### src/rtl/voice_engine.sv
// voice_engine: time-multiplexed polyphonic oscillator/envelope mixer.
// One sample_tick starts a run that visits voice v in slot v, updates its
// envelope and phase, and accumulates the scaled voice term into mix_out.
// Optional feature macro: VOICE_ENGINE_OCTAVE_EN adds an octave-up
// oscillator per voice, mixed in when octave_on is high.
//
// Handshake: sample_tick is a one-cycle request accepted only in IDLE;
// mix_valid is a one-cycle strobe qualifying mix_out, which holds its value
// until the next strobe. There is no back-pressure; a tick that arrives
// while busy is dropped and recorded in the sticky overrun flag.
module voice_engine #(
    parameter int NUM_VOICES   = 8,
    parameter int AUDIO_WIDTH  = 24,
    parameter int ATTACK_STEP  = 64,
    parameter int RELEASE_STEP = 16
) (
    input  logic                          clk,
    input  logic                          rst,
    input  logic                          sample_tick,
    input  logic [1:0]                    wave_type,
    input  logic                          octave_on,
    input  logic [NUM_VOICES-1:0]         voice_on,
    input  logic [NUM_VOICES*32-1:0]      voice_incr,
    input  logic [NUM_VOICES*3-1:0]       voice_vel,
    output logic signed [AUDIO_WIDTH-1:0] mix_out,
    output logic                          mix_valid,
    output logic [NUM_VOICES-1:0]         voice_active,
    output logic                          overrun,
    output logic [1:0]                    state_dbg
);

    localparam int          SW   = (NUM_VOICES > 1) ? $clog2(NUM_VOICES) : 1;
    localparam logic [SW-1:0] LAST = SW'(NUM_VOICES - 1);
    localparam logic [16:0] ATK  = {1'b0, 16'(ATTACK_STEP)};
    localparam logic [15:0] REL  = 16'(RELEASE_STEP);

    typedef enum logic [1:0] {
        IDLE = 2'd0,
        RUN  = 2'd1,
        DONE = 2'd2
    } state_t;

    state_t                        state_q, state_d;
    logic [SW-1:0]                 slot_q, slot_d;
    logic signed [AUDIO_WIDTH-1:0] acc_q, acc_d;
    logic signed [AUDIO_WIDTH-1:0] mix_out_q, mix_out_d;
    logic                          mix_valid_q, mix_valid_d;
    logic                          overrun_q, overrun_d;
    logic                          slot_en;

    logic [31:0] phase_q [NUM_VOICES];
    logic [15:0] env_q   [NUM_VOICES];

    // Per-slot datapath signals
    logic [31:0]        phase_cur, phase_d, incr_cur;
    logic [15:0]        env_cur, env_d;
    logic [16:0]        env_sum;
    logic [2:0]         vel_cur;
    logic [3:0]         vel_p1;
    logic signed [15:0] osc;
    logic signed [16:0] osc_mix;
    logic signed [33:0] env_prod;
    logic signed [16:0] scaled;
    logic signed [20:0] vel_prod;
    logic signed [16:0] voice_term;

`ifdef VOICE_ENGINE_OCTAVE_EN
    logic [31:0]        phase_oct_q [NUM_VOICES];
    logic [31:0]        phase_oct_cur, phase_oct_d;
    logic signed [15:0] osc_oct;
    logic signed [16:0] osc_sum;
`else
    logic unused_octave_on;
    assign unused_octave_on = octave_on;
`endif

    // Waveform from the top 17 phase bits (phase[31:15])
    function automatic logic signed [15:0] osc_gen(input logic [16:0] ph_hi,
                                                   input logic [1:0]  wt);
        logic signed [15:0] s;
        case (wt)
            2'b00:   s = $signed(ph_hi[16:1] ^ 16'h8000);
            2'b01:   s = ph_hi[16] ? -16'sd32767 : 16'sd32767;
            2'b10:   s = $signed((ph_hi[16] ? ~ph_hi[15:0] : ph_hi[15:0]) ^ 16'h8000);
            default: s = 16'sd0;
        endcase
        return s;
    endfunction

    // Datapath for the voice selected by the current slot
    always_comb begin
        phase_cur = phase_q[slot_q];
        env_cur   = env_q[slot_q];
        incr_cur  = voice_incr[slot_q*32 +: 32];
        vel_cur   = voice_vel[slot_q*3 +: 3];

        env_sum = {1'b0, env_cur} + ATK;
        if (voice_on[slot_q]) begin
            env_d = env_sum[16] ? 16'hFFFF : env_sum[15:0];
        end else begin
            env_d = (env_cur >= REL) ? (env_cur - REL) : 16'd0;
        end

        phase_d = phase_cur + incr_cur;
        osc     = osc_gen(phase_cur[31:15], wave_type);
`ifdef VOICE_ENGINE_OCTAVE_EN
        phase_oct_cur = phase_oct_q[slot_q];
        phase_oct_d   = phase_oct_cur + {incr_cur[30:0], 1'b0};
        osc_oct       = osc_gen(phase_oct_cur[31:15], wave_type);
        osc_sum       = 17'(osc) + 17'(osc_oct);
        osc_mix       = octave_on ? 17'(osc_sum >>> 1) : 17'(osc);
`else
        osc_mix = 17'(osc);
`endif
        env_prod   = 34'(osc_mix) * 34'($signed({1'b0, env_d}));
        scaled     = 17'(env_prod >>> 16);
        vel_p1     = {1'b0, vel_cur} + 4'd1;
        vel_prod   = 21'(scaled) * 21'($signed({1'b0, vel_p1}));
        voice_term = 17'(vel_prod >>> 3);
    end

    // Sequencer: next state, slot counter, accumulator and output register
    always_comb begin
        state_d     = state_q;
        slot_d      = slot_q;
        acc_d       = acc_q;
        mix_out_d   = mix_out_q;
        mix_valid_d = 1'b0;
        slot_en     = 1'b0;
        overrun_d   = overrun_q | (sample_tick && (state_q != IDLE));
        case (state_q)
            IDLE: begin
                if (sample_tick) begin
                    state_d = RUN;
                    slot_d  = '0;
                    acc_d   = '0;
                end
            end
            RUN: begin
                slot_en = 1'b1;
                acc_d   = acc_q + AUDIO_WIDTH'(voice_term);
                if (slot_q == LAST) begin
                    state_d     = DONE;
                    mix_out_d   = acc_q + AUDIO_WIDTH'(voice_term);
                    mix_valid_d = 1'b1;
                end else begin
                    slot_d = slot_q + 1'b1;
                end
            end
            DONE: begin
                state_d = IDLE;
            end
            default: begin
                state_d = IDLE;
            end
        endcase
    end

    // Control and output registers
    always_ff @(posedge clk or posedge rst) begin
        if (rst) begin
            state_q     <= IDLE;
            slot_q      <= '0;
            acc_q       <= '0;
            mix_out_q   <= '0;
            mix_valid_q <= 1'b0;
            overrun_q   <= 1'b0;
        end else begin
            state_q     <= state_d;
            slot_q      <= slot_d;
            acc_q       <= acc_d;
            mix_out_q   <= mix_out_d;
            mix_valid_q <= mix_valid_d;
            overrun_q   <= overrun_d;
        end
    end

    // Per-voice phase and envelope storage, written only in the voice's slot
    always_ff @(posedge clk or posedge rst) begin
        if (rst) begin
            for (int i = 0; i < NUM_VOICES; i++) begin
                phase_q[i] <= '0;
                env_q[i]   <= '0;
`ifdef VOICE_ENGINE_OCTAVE_EN
                phase_oct_q[i] <= '0;
`endif
            end
        end else if (slot_en) begin
            phase_q[slot_q] <= phase_d;
            env_q[slot_q]   <= env_d;
`ifdef VOICE_ENGINE_OCTAVE_EN
            phase_oct_q[slot_q] <= phase_oct_d;
`endif
        end
    end

    // A voice is active while its envelope is non-zero
    always_comb begin
        for (int v = 0; v < NUM_VOICES; v++) begin
            voice_active[v] = (env_q[v] != 16'd0);
        end
    end

    assign mix_out   = mix_out_q;
    assign mix_valid = mix_valid_q;
    assign overrun   = overrun_q;
    assign state_dbg = state_q;

endmodule

### config.mk
export PLATFORM = sky130hd
export DESIGN_NAME = voice_engine
export DESIGN_NICKNAME = d
export VERILOG_FILES = /design/src/rtl/voice_engine.sv
export SDC_FILE = /design/constraint.sdc
export NUM_CORES = 2
export LEC_CHECK = 0
export CAP_MARGIN = 10
export CORE_ASPECT_RATIO = 1.1
export CORE_MARGIN = 2
export CORE_UTILIZATION = 35
export DETAILED_ROUTE_END_ITERATION = 12
export SKIP_LAST_GASP = 1
export SLEW_MARGIN = 40
export SYNTH_ARGS = -nofsm -noshare
export SYNTH_HDL_FRONTEND = slang
export SYNTH_SLANG_ARGS = --single-unit
### constraint.sdc
create_clock -name clk -period 24.2 [get_ports clk]
set_input_delay 7.26 -clock clk [delete_from_list [all_inputs] [get_ports clk]]
set_output_delay 7.26 -clock clk [all_outputs]
set_load 0.1 [all_outputs]
* Yosys cells after proc, flatten, opt, wreduce, memory -nomap -nowiden
Cells that the tools add are included.
** Word-level totals
- Output and inout bits :: 36
- Bits of input ports :: 294
- Logic and storage cells :: 98
- Register bits after elaboration :: 439
** Operators by class
- Mux-type cells :: 31
- Shifts and indexed selects :: 2
- Magnitude comparators :: 4
- Equal/unequal tests :: 7
- Reduce and logical (&&, ||, !) cells :: 18
- $mul :: 3
- Bitwise operators :: 5
- $add $sub $neg :: 6
** Operators by type and width (number)
- bitwise mux 256 bit :: 1
- indexed part select 256 x 9 -> 32 bit :: 1
- bitwise mux 128 bit :: 1
- two-way mux 16 bit :: 8
- nonzero test 16 bit :: 8
- binary-select mux 32 bit (select 3 bit) :: 1
- demux 32 bit (select 3 bit) :: 1
- two-way mux 32 bit :: 3
- binary-select mux 16 bit (select 3 bit) :: 1
- demux 16 bit (select 3 bit) :: 1
- one-hot mux 16 bit (3 select lines) :: 1
- one-hot mux 24 bit (2 select lines) :: 1
- multiplier 16 x 17 -> 33 bit :: 1
- adder 32 bit :: 1
- adder 24 x 17 -> 24 bit :: 1
- two-way mux 24 bit :: 1
- indexed part select 24 x 6 -> 3 bit :: 1
- multiplier 17 x 5 -> 20 bit :: 1
- adder 16 x 7 -> 17 bit (second input constant) :: 1
- >= comparator 16 x 5 -> 1 bit (second input constant) :: 1
- inverter 16 bit :: 1
- subtractor 16 x 5 -> 16 bit (second input constant) :: 1
- two-way mux 3 bit :: 2
- inequality test 2 bit (second input constant) :: 3
- other kinds (22) :: 33

* Longest topological paths before layout
- Word-level depth :: 12
- Gate-level depth with buffers :: 75
- Mapped depth without buffers :: 68

* Least setup slack after synthesis
Ideal clock, no wire load.
- Kind :: input -> register
- From :: in voice_on[7]
- To :: reg acc_q[23]
- Data required time :: 24071 ps
- Arrival time :: 19805 ps
- Path buffers :: 2
- Stages on the path :: 54
- Setup time :: 129 ps
- Slack :: 4265 ps
- Path through :: mux4_2 > mux2i_1 > clkbuf_1 > a21oi_1 > a31oi_1 > clkbuf_1 > nor2_1 > fa_1 > inv_1 > fa_1 > fa_1 > inv_1 > ha_1 > fa_1 > inv_1 > fa_1 > inv_1 > ha_1 > [18 not listed] > inv_1 > fa_1 > inv_1 > ha_1 > and3_1 > a31oi_1 > a21o_1 > o211ai_2 > xnor2_2 > ha_1 > and3_1 > a311oi_1 > o21bai_1 > a21oi_1 > o21ai_0 > xnor2_2 > a21oi_1 > o22ai_1
** Between the ends
- Word-level cells in the longest chain between the ends :: 7
** RTL lines
- from (decl) :: line 22 : input logic [NUM_VOICES-1:0] voice_on,
- binary-select mux 1 bit (select 3 bit) :: line 98 : if (voice_on[slot_q]) begin
- two-way mux 1 bit (not written as such) :: line 98
- two-way mux 16 bit :: line 98
- multiplier 16 x 17 -> 33 bit :: line 115 : env_prod = 34'(osc_mix) * 34'($signed({1'b0, env_d}));
- multiplier 17 x 5 -> 20 bit :: line 118 : vel_prod = 21'(scaled) * 21'($signed({1'b0, vel_p1}));
- adder 24 x 17 -> 24 bit :: line 141 : acc_d = acc_q + AUDIO_WIDTH'(voice_term);
- one-hot mux 24 bit (2 select lines) :: line 131 : case (state_q)
- to (signal assigned) :: line 164 : acc_q <= '0;
- to (signal assigned) :: line 171 : acc_q <= acc_d;
- to (decl) :: line 45 : logic signed [AUDIO_WIDTH-1:0] acc_q, acc_d;
Every way passes these cells. The select of a mux whose other input is x is not followed.
A chain may end at the register's enable or synchronous reset.

* Final worst setup path
- From :: in voice_on[7]
- To :: reg mix_out_q[22], in the netlist mix_out[22]
** Between the ends
- Word-level cells in the longest chain between the ends :: 6
** RTL lines
- binary-select mux 1 bit (select 3 bit) :: line 98
- two-way mux 1 bit (not written as such) :: line 98
- two-way mux 16 bit :: line 98
- multiplier 16 x 17 -> 33 bit :: line 115
- multiplier 17 x 5 -> 20 bit :: line 118
- adder 24 x 17 -> 24 bit :: line 144 : mix_out_d = acc_q + AUDIO_WIDTH'(voice_term);
- to (signal assigned) :: line 172 : mix_out_q <= mix_out_d;
- to (decl) :: line 46 : logic signed [AUDIO_WIDTH-1:0] mix_out_q, mix_out_d;
Every way passes these cells. The select of a mux whose other input is x is not followed.

==> metrics.cfg <==
[status]
status=completed

[global_routing]
grt_max_degree=135
grt_pass1_vias=27252
antenna_found_initial=0
grt_pass1_wl_mm=152
track_usage=0.186
grt_overflow_total=0

[routing]
wire_per_inst_um=18.8
first_pass_iters=5
antenna_left=0
drcViolationCount=0
num_vias=26000
drt-initial-drc-count=1410
routed_wl_mm=94.1
viasPerCell=5.18

[finish]
finalNetCount=4423
n_fill_cell=9650
final_common_cell=dfrtp_1
area_delta_synth_final_pct=18.2
multiInputGateArea_um2=22100
regArea_um2=11000
drive_above_1_share=0.163
mostFrequentLayoutCells=dfrtp_1, nand2_1, inv_1, o21ai_0, clkdlybuf4s50_1

[setup_path]
ff2ff_path_depth=62
worstPathRequired_ps=24660
path_depth=55
cpMaxStageDelayCell=mux2i_2
arrival_ps=22180
cp-end-kind=register
start_kind=input pin
worst-setup-path-type=in2reg
cpLargestDelayFamily=compound AO/OA/AOI/OAI gates
critPathMaxFanout=16
crit_path_max_incr_delay_ps=590
path_buf_inv=9

[place]
place_congestion=0.862
io_buffers=328
dp_hpwl_mm=68.5

[sta]
relSlewSlack=0.361
maxSlewViolCount=0
clock_skew_ps=37.1
max_clock_freq_mhz=46.0
fin_crit_ps=21730
hold_violations=0
timing.setup.tns_ps=0
setup_viol=0
rsz0062_at_grt=false
fin_crit_sh=0.898
worst_pin_slew_ps=954

[clock_tree]
cts.clk_slew.worst_paths_ps=60
cts_setup_buffers=0
cts_hold_buf=0
cts.repair.resized=0
cts_root_buffer=clkbuf_16
cts_tree=done
cts_buffer_depth=3
clkLatencyLatePin_ps=620
cts_buffers=49
clock_sinks=439
h-tree-depth=2

[synth]
ys_types=73
syn_area_per_cell_um2=10.2
synth_area_leaders=dfrtp_1, fa_1, mux4_2
syn_nets=4166
synth_ff_type=dfrtp_1
synth_edf_count=0
ys_warn_count=0
syn_area_um2=35000
synth_top_area_cell=dfrtp_1
yosys_register_bits=439
post-synth-top-area-fraction=0.313
synthCells=3428
synth-async-reset-ratio=1.00
synth-seq-area-share=0.313

[floorplanning]
num_io_pins=330
fp.dieH_um=336
core_area_um2=99200
die_width_um=306
dieArea_um2=103000
rows=121
start_util=0.353

[job]
cap_violations=0

[min_path]
hold_class=reg2reg
whs_path_depth=1

==> flip-flops by register name, indices dropped and copies added, names as in the netlist <==
signal,flops
phase_q,256
env_q,128
acc_q,24
mix_out,24
slot_q,3
state_dbg,2
mix_valid,1
overrun,1
==> worst paths after layout <==
check                                 start           to  slack [ps]
worst min register to register      overrun      overrun         470
max in group asynchronous               rst  phase_q[23]       15160
worst max-delay path            voice_on[7]  mix_out[22]        2470
worst min-delay path                overrun      overrun         470
min in group asynchronous               rst  phase_q[32]        7260
worst max register to register    slot_q[2]  mix_out[22]        5910
==> Yosys cell counts, drive strengths merged (7+ instances only) <==
cell type,number
nor2,262
o21a,11
nand2,402
and2,12
xnor2,66
a21oi,81
a21boi,8
or2,32
a21o,15
o21bai,15
clkbuf,142
or4,7
o21ai,347
ha,217
o31ai,19
a31oi,8
xor2,40
dfrtp,439
inv,374
mux2,191
mux2i,37
and3,11
buf,39
fa,227
nand3,22
or3,9
nor3,21
nor4,27
nor2b,26
a211oi,11
nand4,11
mux4,170
nand2b,77
==> layout make-up <==
cell class | count | share of cell area
Multi-Input combinational cell | 2434 | 0.533
Clock inverter | 17 | 0.00625
Antenna cell | 1 | 0.0000604
Inverter | 374 | 0.0342
Clock buffer | 73 | 0.0344
Timing Repair Buffer | 387 | 0.0874
Sequential cell | 439 | 0.265
Tap cell | 1291 | 0.0390
==> routing by layer <==
layer  GRT usage  share of wire
met1       0.237           0.43
met2       0.333           0.50
met3      0.0249          0.050
met4      0.0475          0.025
met5           0              0
==> metrics by stage <==
stage / instances / hold slack [ps] / util / instance area [um^2] / setup slack, ps
finish: 5016 / 470 / 0.418 / 41400 / 2470
global route: 5015 / 477 / 0.418 / 41400 / 1200
CTS: 5014 / 467 / 0.417 / 41400 / 2380
detailed placement: 4924 / 453 / 0.400 / 39700 / 1780
global placement: 4922 / 455 / 0.401 / 39800 / 1590
floorplan: 3428 / 443 / - / 35000 / 4270
==> cell families (layout without fill, tap and decap cells) <==
family | count (synthesis) | in the layout | synth area share
simple gates | 929 | 929 | 0.118
compound gates | 557 | 557 | 0.0915
buf+inv | 555 | 851 | 0.0613
fa+ha+maj | 444 | 444 | 0.207
flops | 439 | 439 | 0.313
mux | 398 | 398 | 0.182
xor+xnor | 106 | 106 | 0.0269
other cells | 0 | 1 | 0
Power is left out: the tool's default activity adds up to more than one toggle a clock period on the data nets, which glitch-free logic cannot reach.
